File: src/rtl/display_pkg.sv
// Shared display-path types and raster defaults for frame buffer scanout.
package display_pkg;

    localparam int unsigned PIXEL_W             = 24;
    localparam int unsigned DEF_COORD_W         = 10;
    localparam int unsigned BYTES_PER_PIXEL     = 3;
    localparam int unsigned DEF_PIXELS_PER_LINE = 110;
    localparam int unsigned DEF_LINES           = 110;

    typedef logic [PIXEL_W-1:0]     pixel_t;
    typedef logic [DEF_COORD_W-1:0] coord_t;
    typedef logic [1:0]             byte_idx_t;

    typedef enum logic [1:0] {
        ST_IDLE,
        ST_FETCH,
        ST_WAIT,
        ST_SEND
    } scan_state_t;

    typedef struct packed {
        logic sof;
        logic eol;
    } pix_tag_t;

    // Byte 0 is the red channel, matching the write-path packing.
    function automatic logic [7:0] pixel_byte(input pixel_t p, input byte_idx_t idx);
        case (idx)
            2'd0:    return p[23:16];
            2'd1:    return p[15:8];
            default: return p[7:0];
        endcase
    endfunction

endpackage

File: src/rtl/pixel_serializer.sv
// Holds the current and prefetched pixel words and streams the current one out as 3 bytes.
// FRAME_SCANOUT_SYNC_EN adds start-of-frame / end-of-line markers carried with each pixel.
module pixel_serializer
    import display_pkg::*;
(
    input  logic        clk,
    input  logic        reset,
    input  logic        load_i,
    input  logic        pf_cap_i,
    input  logic [23:0] mem_data_i,
`ifdef FRAME_SCANOUT_SYNC_EN
    input  logic        sof_tag_i,
    input  logic        eol_tag_i,
    output logic        byte_sof_o,
    output logic        byte_eol_o,
`endif
    input  logic        byte_ready_i,
    output logic [7:0]  byte_out_o,
    output logic        byte_valid_o,
    output logic        byte1_taken_o,
    output logic        pixel_done_o
);

    pixel_t    cur_q, cur_d, pf_q, pf_d;
    logic      pf_valid_q, pf_valid_d;
    byte_idx_t idx_q, idx_d;
    logic      valid_q, valid_d;
    logic      xfer, last_byte;

    assign xfer      = valid_q & byte_ready_i;
    assign last_byte = (idx_q == byte_idx_t'(BYTES_PER_PIXEL - 1));

    // A pixel boundary takes the prefetch register, or the word arriving this cycle.
    always_comb begin
        cur_d      = cur_q;
        pf_d       = pf_q;
        pf_valid_d = pf_valid_q;
        idx_d      = idx_q;
        valid_d    = valid_q;
        if (pf_cap_i) begin
            pf_d       = mem_data_i;
            pf_valid_d = 1'b1;
        end
        if (load_i) begin
            cur_d   = mem_data_i;
            idx_d   = '0;
            valid_d = 1'b1;
        end else if (xfer) begin
            if (!last_byte) begin
                idx_d = idx_q + 2'd1;
            end else begin
                idx_d = '0;
                if (pf_valid_q) begin
                    cur_d      = pf_q;
                    pf_valid_d = 1'b0;
                end else if (pf_cap_i) begin
                    cur_d      = mem_data_i;
                    pf_valid_d = 1'b0;
                end else begin
                    valid_d = 1'b0;
                end
            end
        end
    end

    always_ff @(posedge clk) begin
        if (reset) begin
            cur_q      <= '0;
            pf_q       <= '0;
            pf_valid_q <= 1'b0;
            idx_q      <= '0;
            valid_q    <= 1'b0;
        end else begin
            cur_q      <= cur_d;
            pf_q       <= pf_d;
            pf_valid_q <= pf_valid_d;
            idx_q      <= idx_d;
            valid_q    <= valid_d;
        end
    end

    assign byte_out_o    = pixel_byte(cur_q, idx_q);
    assign byte_valid_o  = valid_q;
    assign byte1_taken_o = xfer & (idx_q == 2'd1);
    assign pixel_done_o  = xfer & last_byte;

`ifdef FRAME_SCANOUT_SYNC_EN
    pix_tag_t cur_tag_q, cur_tag_d, pf_tag_q, pf_tag_d;
    pix_tag_t tag_in;

    assign tag_in = '{sof: sof_tag_i, eol: eol_tag_i};

    always_comb begin
        cur_tag_d = cur_tag_q;
        pf_tag_d  = pf_tag_q;
        if (pf_cap_i) pf_tag_d = tag_in;
        if (load_i) begin
            cur_tag_d = tag_in;
        end else if (xfer && last_byte) begin
            if (pf_valid_q)    cur_tag_d = pf_tag_q;
            else if (pf_cap_i) cur_tag_d = tag_in;
        end
    end

    always_ff @(posedge clk) begin
        if (reset) begin
            cur_tag_q <= '0;
            pf_tag_q  <= '0;
        end else begin
            cur_tag_q <= cur_tag_d;
            pf_tag_q  <= pf_tag_d;
        end
    end

    assign byte_sof_o = valid_q & cur_tag_q.sof & (idx_q == 2'd0);
    assign byte_eol_o = valid_q & cur_tag_q.eol & last_byte;
`endif

endmodule

File: src/rtl/frame_scanout.sv
// Frame buffer read side: raster walk, 1-cycle-latency pixel reads, byte serialization.
// FRAME_SCANOUT_SYNC_EN adds byte_sof/byte_eol framing outputs.
module frame_scanout
    import display_pkg::*;
#(
    parameter int unsigned PIXELS_PER_LINE = DEF_PIXELS_PER_LINE,
    parameter int unsigned LINES           = DEF_LINES,
    parameter int unsigned COORD_W         = DEF_COORD_W
) (
    input  logic               clk,
    input  logic               reset,
    input  logic               start,
    output logic               busy,
    output logic               mem_rd_en,
    output logic [COORD_W-1:0] mem_line,
    output logic [COORD_W-1:0] mem_px,
    input  logic [23:0]        mem_rd_data,
    output logic [7:0]         byte_out,
    output logic               byte_valid,
    input  logic               byte_ready,
`ifdef FRAME_SCANOUT_SYNC_EN
    output logic               byte_sof,
    output logic               byte_eol,
`endif
    output logic               frame_done
);

    localparam logic [COORD_W-1:0] PX_LAST   = COORD_W'(PIXELS_PER_LINE - 1);
    localparam logic [COORD_W-1:0] LINE_LAST = COORD_W'(LINES - 1);

    scan_state_t        state_q, state_d;
    logic [COORD_W-1:0] line_q, line_d, px_q, px_d;
    logic               last_issued_q, last_issued_d;
    logic               pf_issued_q, pf_issued_d;
    logic               rd_pend_q;
    logic               rd_en_c, frame_done_c;
    logic               byte1_taken, pixel_done;

    // line_q/px_q always hold the address of the next read to issue.
    always_comb begin
        state_d       = state_q;
        line_d        = line_q;
        px_d          = px_q;
        last_issued_d = last_issued_q;
        pf_issued_d   = pf_issued_q;
        rd_en_c       = 1'b0;
        frame_done_c  = 1'b0;
        case (state_q)
            ST_IDLE: begin
                if (start) begin
                    state_d       = ST_FETCH;
                    line_d        = '0;
                    px_d          = '0;
                    last_issued_d = 1'b0;
                    pf_issued_d   = 1'b0;
                end
            end
            ST_FETCH: begin
                rd_en_c = 1'b1;
                state_d = ST_WAIT;
            end
            ST_WAIT: state_d = ST_SEND;
            ST_SEND: begin
                if (byte1_taken && !last_issued_q) begin
                    rd_en_c     = 1'b1;
                    pf_issued_d = 1'b1;
                end
                if (pixel_done) begin
                    pf_issued_d = 1'b0;
                    if (!pf_issued_q) begin
                        frame_done_c = 1'b1;
                        state_d      = ST_IDLE;
                    end
                end
            end
            default: state_d = ST_IDLE;
        endcase
        if (rd_en_c) begin
            if (line_q == LINE_LAST && px_q == PX_LAST) begin
                last_issued_d = 1'b1;
            end else if (px_q == PX_LAST) begin
                px_d   = '0;
                line_d = line_q + COORD_W'(1);
            end else begin
                px_d = px_q + COORD_W'(1);
            end
        end
    end

    always_ff @(posedge clk) begin
        if (reset) begin
            state_q       <= ST_IDLE;
            line_q        <= '0;
            px_q          <= '0;
            last_issued_q <= 1'b0;
            pf_issued_q   <= 1'b0;
            rd_pend_q     <= 1'b0;
        end else begin
            state_q       <= state_d;
            line_q        <= line_d;
            px_q          <= px_d;
            last_issued_q <= last_issued_d;
            pf_issued_q   <= pf_issued_d;
            rd_pend_q     <= rd_en_c;
        end
    end

`ifdef FRAME_SCANOUT_SYNC_EN
    logic sof_tag_q, eol_tag_q;

    // Markers ride alongside the read so they arrive with the returned pixel.
    always_ff @(posedge clk) begin
        if (reset) begin
            sof_tag_q <= 1'b0;
            eol_tag_q <= 1'b0;
        end else if (rd_en_c) begin
            sof_tag_q <= (line_q == '0) && (px_q == '0);
            eol_tag_q <= (px_q == PX_LAST);
        end
    end
`endif

    pixel_serializer u_ser (
        .clk           (clk),
        .reset         (reset),
        .load_i        (state_q == ST_WAIT),
        .pf_cap_i      (rd_pend_q && state_q == ST_SEND),
        .mem_data_i    (mem_rd_data),
`ifdef FRAME_SCANOUT_SYNC_EN
        .sof_tag_i     (sof_tag_q),
        .eol_tag_i     (eol_tag_q),
        .byte_sof_o    (byte_sof),
        .byte_eol_o    (byte_eol),
`endif
        .byte_ready_i  (byte_ready),
        .byte_out_o    (byte_out),
        .byte_valid_o  (byte_valid),
        .byte1_taken_o (byte1_taken),
        .pixel_done_o  (pixel_done)
    );

    assign busy       = (state_q != ST_IDLE);
    assign mem_rd_en  = rd_en_c;
    assign mem_line   = line_q;
    assign mem_px     = px_q;
    assign frame_done = frame_done_c;

endmodule
File: config.mk
export PLATFORM = sky130hd
export DESIGN_NAME = frame_scanout
export DESIGN_NICKNAME = d
export VERILOG_FILES = /design/src/rtl/display_pkg.sv /design/src/rtl/pixel_serializer.sv /design/src/rtl/frame_scanout.sv
export SDC_FILE = /design/constraint.sdc
export NUM_CORES = 1
export LEC_CHECK = 0
export ABC_AREA = 1
export ABC_CLOCK_PERIOD_IN_PS = 3900
export CAP_MARGIN = 5
export CELL_PAD_IN_SITES_DETAIL_PLACEMENT = 1
export CELL_PAD_IN_SITES_GLOBAL_PLACEMENT = 1
export CORE_ASPECT_RATIO = 1.2
export CORE_MARGIN = 2
export CORE_UTILIZATION = 35
export DETAILED_ROUTE_END_ITERATION = 8
export HOLD_SLACK_MARGIN = 0.1
export PLACE_DENSITY_LB_ADDON = 0.1
export SYNTH_ARGS = -nofsm -noshare
export SYNTH_HDL_FRONTEND = slang
export SYNTH_SLANG_ARGS = --single-unit
File: constraint.sdc
create_clock -name clk -period 3.9 [get_ports clk]
set_clock_uncertainty 0.1 [all_clocks]
set_input_delay 0.78 -clock clk [delete_from_list [all_inputs] [get_ports clk]]
set_output_delay 0.78 -clock clk [all_outputs]
set_load 0.03 [all_outputs]
==> qor.txt, run 1 <==
outcome = finished, final reports clean
row count = 41
routed len/inst = 15.69 um
part of the cycle the worst path needs = 84.88%
num ports = 60
setup TNS = 0 ns
number of H-tree levels = 3
post-route cell area = 4788 um2
max layer used = met4
Die ar. = 11670 um2
sw frac = 33.77%
Hold Startpoint = u_ser.pf_q[13]$_SDFFE_PP0P_
GPL Wtd Cong = 0.7738
Hold WC Path Type = flop to flop
RSZ-0062 raised after global routing = no
Critical Path Slowest Stage Cell = clkdlybuf4s50_1
core area = 10520 um2
Overflow after GRT = 0
Starting Density = 36.01%
Seq/Total Area, Yosys = 40.70%
met3 wire length = 286 um
GRT Resource Usage Total = 19.94%
power per cell area = 571.7 nW/um2
Unique masters post-synth = 39
port bufs = 59
die height = 118.0 um
Slew headroom = 36.73%
Post-Syn Instances = 537
CP max stage delay = 0.67 ns
final-report hold violation count = 0
# resized after CTS = 0
dpl cell area = 4447 um2
CTS max path bufs = 2
min cycle time layout = 3.310 ns
count of pins over their slew limit = 0
Die Width = 98.96 um
share of cells above drive strength 1 = 7.288%
critical-path maximum fanout = 6
Worst Setup End Kind = output pin
ANT nets after route = 0
Max Freq = 302.1 MHz
leakage power figure = 1.797 nW
Yosys warnings = 0
Bufs and invs on worst path = 2
Worst path depth = 6
Sink Count = 77
syn_nets = 574
hold depth = 2
TritonCTS clock tree = done
M1 wire length = 4938 um
CTS root buffer = clkbuf_16
vias per std cell = 5.248
initial antenna violation count = 0
CP top delay family = buffers and inverters
Worst Tran Pin Value = 0.9467 ns
clock slew at reported path FFs = 0.06 ns
maxcap violations = 0
Synth-to-Final Area Change = 26.43%
Setup CP Type = input port to output pin
total CTS buffers = 9
Max VDD drop = 238.2 uV
DRT Pass-1 Iters = 4
vias in the first global route = 3847
# diodes = 0
Setup crit start kind = input port
Worst setup startpoint = byte_ready
Clk pwr share = 35.7%
Net Sw Power = 924.6 uW
largest net degree at the start of global routing = 62
critical path arrival = 2.43 ns
# nets final = 622
reg2reg path depth = 7
synthesized flop and latch total = 77
# setup viols final = 0
setup bufs post-CTS = 0
RR Startpoint = state_q[0]$_SDFFE_PP0P_
clock latency on the worst-skew pair = 0.33 ns
cts hold-fix bufs = 0
Iteration-0 DRC Markers = 145
Post-Route WL = 11280 um
DRC = 0
vias after detailed routing = 3773
worst-path cell chain = clkdlybuf4s50_1, nand2_1, nor2_1, nand2_1, nor2_1, clkdlybuf4s50_1
internal power = 1.813 mW
first-pass GRT wire length = 18930 um
Comb power frac = 28.5%
wire length on met2 = 5910 um
Critical Path RT = 3.02 ns
mapped cell area = 3787 um2
sequential power share = 35.8%
synthesized area per cell = 7.053 um2
HPWL after detailed placement = 7494 um
[kinds of logic after synthesis]
kind of cell | count (synthesis) | share of synthesized area (%)
adders and majority gates | 9 | 2.973
xor gates and xnor gates | 2 | 0.4626
DFF | 77 | 40.70
AOI/OAI and AO/OA | 113 | 16.15
and+or+nand+nor | 270 | 32.18
buffers and inverters | 66 | 7.532
[worst register-to-register path: stages (launching register included)]
cell and delay, ns:
dfxtp_1 0.37, inv_1 0.11, ha_1 0.27, clkinv_1 0.06
buf_4 0.29, nand2_1 0.67, nand2_1 0.27, a31oi_1 0.10
[worst paths after layout]
check / to / slack [ns]
setup / recovery: frame_done / 0.59
hold / removal: u_ser.pf_q[13]$_SDFFE_PP0P_ / 0.38
setup reg to reg: u_ser.cur_q[15]$_SDFFE_PP0P_ / 1.52
hold reg to reg: u_ser.pf_q[13]$_SDFFE_PP0P_ / 0.38
[power by group through the flow]
stage                     clock [mW]  sequential, mW  combinational, mW
after floorplan                    0           0.986              0.533
after global placement             0           0.996              0.771
after CTS                      0.999           0.982              0.791
after global routing            1.03           0.994              0.870
after detailed placement           0           0.998              0.783
final                          0.976           0.981              0.780
[layout make-up]
type                    instances  area (um2)
clock buffers                  12       246.5
multi-input cells             394        1961
flip-flops and latches         77        1541
clock inverters                 4       95.09
well taps                     129       161.4
repair buffers                 66       643.1
fillers                      1331        5728
inverters                      37       140.1
[metrics by stage]
| stage | utilization (%) | setup slack [ns] | std cells | hold WS [ns] | total power, mW |
|---|---|---|---|---|---|
| CTS | 45.53 | 0.5626 | 719 | 0.3869 | 2.773 |
| detailed placement | 42.28 | 0.5714 | 703 | 0.3735 | 1.781 |
| global placement | 42.28 | 0.5839 | 703 | 0.3631 | 1.767 |
| finish | 45.53 | 0.5898 | 719 | 0.3824 | 2.738 |
| global route | 45.53 | 0.4502 | 719 | 0.4086 | 2.894 |
| floorplan | - | 1.460 | 537 | 0.3559 | 1.520 |
[cells in the final DEF (no fill, tap or decap), types with 5 or more instances in the layout]
| master | n |
|---|---|
| dfxtp_1 | 77 |
| o21ai_0 | 59 |
| ha_1 | 9 |
| nor2_1 | 80 |
| inv_1 | 30 |
| nand2_1 | 102 |
| clkbuf_16 | 9 |
| buf_4 | 7 |
| nand3_1 | 55 |
| a31oi_1 | 24 |
| nand2_2 | 6 |
| nand4_1 | 6 |
| clkdlybuf4s50_1 | 59 |
| nor3_1 | 8 |
| a21oi_1 | 22 |
| inv_2 | 5 |
[cells in the mapped netlist]
library cell | n | share of area (%)
o21bai_1 | 1 | 0.20
a211oi_1 | 1 | 0.20
inv_1 | 30 | 3.0
clkbuf_1 | 19 | 1.9
a21oi_1 | 22 | 2.9
inv_2 | 5 | 0.50
o31ai_1 | 1 | 0.20
o22ai_1 | 2 | 0.33
nand2_1 | 102 | 10
o21ai_0 | 59 | 7.8
nor2_4 | 2 | 0.59
clkinv_1 | 1 | 0.099
xor2_1 | 1 | 0.23
dfxtp_1 | 77 | 41
xnor2_1 | 1 | 0.23
nor3_1 | 8 | 1.1
nand4_1 | 6 | 0.99
nand3_1 | 55 | 7.3
o211ai_1 | 1 | 0.20
clkbuf_2 | 1 | 0.13
ha_1 | 9 | 3.0
or2_1 | 1 | 0.17
nor3_2 | 1 | 0.26
clkinv_2 | 1 | 0.13
nand2_4 | 1 | 0.30
nand3_4 | 1 | 0.46
o21ai_1 | 1 | 0.13
nand2_2 | 6 | 0.99
a31oi_1 | 24 | 4.0
nand4_2 | 1 | 0.33
nand3_2 | 3 | 0.79
buf_2 | 4 | 0.53
buf_8 | 1 | 0.40
buf_6 | 1 | 0.30
buf_4 | 3 | 0.59
o32ai_1 | 1 | 0.23
nand3b_1 | 2 | 0.40
nor2_8 | 1 | 0.53
nor2_1 | 80 | 7.9
[metal layers]
metal | up-vias | global-route usage [%]
met2 | 60 | 35.90
met5 | - | 0
met3 | 10 | 2.910
met1 | 1817 | 23.92
li1 | 1886 | -
met4 | 0 | 6.678
[state kept, by name, summed over array words and instances (netlist names)]
| name | flops |
|---|---|
| u_ser.pf_valid_q | 1 |
| u_ser.cur_q | 24 |
| u_ser.pf_q | 24 |
| rd_pend_q | 1 |
| state_q | 2 |
| u_ser.byte_valid_o | 1 |
| mem_px | 10 |
| last_issued_q | 1 |
| pf_issued_q | 1 |
| mem_line | 10 |
| u_ser.idx_q | 2 |
Note: power is estimated with default switching activity, not from simulation.
==> run 2, diff against run 1 <==
--- a/config.mk
+++ b/config.mk
@@ -6,7 +6,7 @@
 export NUM_CORES = 1
 export LEC_CHECK = 0
 export ABC_AREA = 1
-export ABC_CLOCK_PERIOD_IN_PS = 3900
+export ABC_CLOCK_PERIOD_IN_PS = 3200
 export CAP_MARGIN = 5
 export CELL_PAD_IN_SITES_DETAIL_PLACEMENT = 1
 export CELL_PAD_IN_SITES_GLOBAL_PLACEMENT = 1
==> constraint.sdc (replaced) <==
create_clock -name clk -period 3.2 [get_ports clk]
set_clock_uncertainty 0.1 [all_clocks]
set_input_delay 0.64 -clock clk [delete_from_list [all_inputs] [get_ports clk]]
set_output_delay 0.64 -clock clk [all_outputs]
set_load 0.03 [all_outputs]
==> qor.txt, run 2 (synthesis results as in run 1) <==
routed len/inst = 15.35 um (-2.2%)
Sink Count = 77 (unchanged)
# setup viols final = 0 (unchanged)
total power draw = 3.111 mW (+14%)
Bufs and invs on worst path = 2 (unchanged)
Setup CP Type = input port to output pin
Critical Path RT = 2.46 ns (-0.56 ns)
critical-path maximum fanout = 6 (unchanged)
post-route cell area = 4748 um2 (-0.84%)
Fillers = 1349 (+1.4%)
CP top delay family = buffers and inverters
setup bufs post-CTS = 0 (unchanged)
CTS max path bufs = 2 (unchanged)
share of cells above drive strength 1 = 7.926% (+0.64 points)
Max VDD drop = 353.2 uV (+48%)
worst r2r dst = u_ser.cur_q[10]$_SDFFE_PP0P_
Worst Setup End Kind = output pin
critical path arrival = 2.27 ns (-0.16 ns)
setup TNS = 0 ns (unchanged)
Post-Route WL = 11080 um (-1.8%)
vias after detailed routing = 3782 (+0.24%)
core area = 10520 um2 (unchanged)
Die ar. = 11670 um2 (unchanged)
Worst Slack Setup Final = 0.1942 ns (-0.3956 ns)
clock latency on the worst-skew pair = 0.34 ns (about the same)
power per cell area = 655.2 nW/um2 (+15%)
initial antenna violation count = 0 (unchanged)
Synth-to-Final Area Change = 25.37%
max layer used = met4
CTS root buffer = clkbuf_16
Multi-input gate area = 1961 um2 (unchanged)
largest net degree at the start of global routing = 49 (-21%)
Setup crit start kind = input port
reg2reg path depth = 10 (+3)
count of pins over their slew limit = 0 (unchanged)
dpl cell area = 4469 um2 (+0.51%)
clock slew at reported path FFs = 0.06 ns (about the same)
num ports = 60 (unchanged)
leakage power figure = 1.772 nW (-1.4%)
row count = 41 (unchanged)
outcome = finished, final reports clean
dpl ws = 0.1802 ns (-0.3912 ns)
GRT Resource Usage Total = 19.51% (-0.43 points)
RSZ-0062 raised after global routing = no
ANT nets after route = 0 (unchanged)
Starting Density = 36.01% (unchanged)
part of the cycle the worst path needs = 93.93%
final-report hold violation count = 0 (unchanged)
M1 wire length = 4754 um (-3.7%)
# diodes = 0 (unchanged)
HPWL after detailed placement = 7569 um (+1.0%)
vias in the first global route = 3870 (+0.60%)
register area = 1541 um2 (unchanged)
maxcap violations = 0 (unchanged)
Max Freq = 332.7 MHz
Critical Path Slowest Stage Cell = clkdlybuf4s50_1
die height = 118.0 um (unchanged)
Die Width = 98.96 um (unchanged)
number of H-tree levels = 3 (unchanged)
Hold Startpoint = u_ser.pf_q[19]$_SDFFE_PP0P_
CP max stage delay = 0.67 ns (about the same)
cts hold-fix bufs = 0 (unchanged)
largest registers = u_ser.cur_q x24, u_ser.pf_q x24
Slew headroom = 41.43% (+4.7 points)
commonest non-fill, non-tap cell in the layout = nand2_1
port bufs = 59 (unchanged)
min cycle time layout = 3.006 ns
Hold EP = u_ser.pf_q[19]$_SDFFE_PP0P_
TritonCTS clock tree = done
Iteration-0 DRC Markers = 126 (-13%)
RR Startpoint = state_q[1]$_SDFFE_PP0P_
Overflow after GRT = 0 (unchanged)
total CTS buffers = 9 (unchanged)
DRT Pass-1 Iters = 4 (unchanged)
hold_ws = 0.3855 ns (+0.003048 ns)
Worst Tran Pin Value = 0.8765 ns (-0.07028 ns)
most frequent cells in the layout = nand2_1 (102), nor2_1 (80), dfxtp_1 (77)
DRC = 0 (unchanged)
worst-path cell chain = clkdlybuf4s50_1, nand2_1, nor2_1, nand2_1, nor2_1, clkdlybuf4s50_1
Hold WC Path Type = flop to flop
# resized after CTS = 0 (unchanged)
first-pass GRT wire length = 18620 um (-1.6%)
wire length on met2 = 5839 um (-1.2%)
hold depth = 2 (unchanged)
met3 wire length = 309 um (+8.0%)
vias per std cell = 5.238 (-0.18%)
# nets final = 625 (+0.48%)
GPL Wtd Cong = 0.7430 (-4.0%)
r2r setup slk = 0.93 ns (-0.59 ns)
## run 2: area by class of cell
type	instances	area share, %
clock buffers	11	5.112
flip-flops and latches	77	32.46
multi-input cells	394	41.29
well taps	129	3.399
repair buffers	69	14.02
clock inverters	5	0.7642
inverters	37	2.951
## run 2: routing by layer
metal,vias to the layer above,GRT usage (%)
li1,1904,-
met1,1804,22.58
met2,62,35.77
met3,12,3.800
met4,0,5.736
met5,-,0
## run 2: per-stage QoR
| stage | cells | utilization (%) |
|---|---|---|
| global placement | 706 | 42.50 |
| detailed placement | 706 | 42.50 |
| finish | 722 | 45.15 |
| CTS | 722 | 45.15 |
| floorplan | 537 | - |
| global route | 722 | 45.15 |
## run 2: power by group
group | leakage [nW] | internal, mW | switching [mW]
combinational | 1.02 | 0.328 | 0.627
sequential | 0.625 | 1.10 | 0.0882
clock | 0.128 | 0.547 | 0.419
total | 1.77 | 1.98 | 1.13
## run 2: worst min-delay path, stage by stage (launching register included)
cell and delay, ns:
dfxtp_1 0.33, nor2_1 0.05, nor2_1 0.08
## run 2: worst max path at each step
stage	startpoint	to	slack, ns	depth (start not counted)
floorplan	byte_ready	frame_done	1.04	4
global placement	byte_ready	frame_done	0.20	6
detailed placement	byte_ready	frame_done	0.18	6
CTS	byte_ready	frame_done	0.18	6
global route	byte_ready	frame_done	0.06	6
finish	byte_ready	frame_done	0.19	6
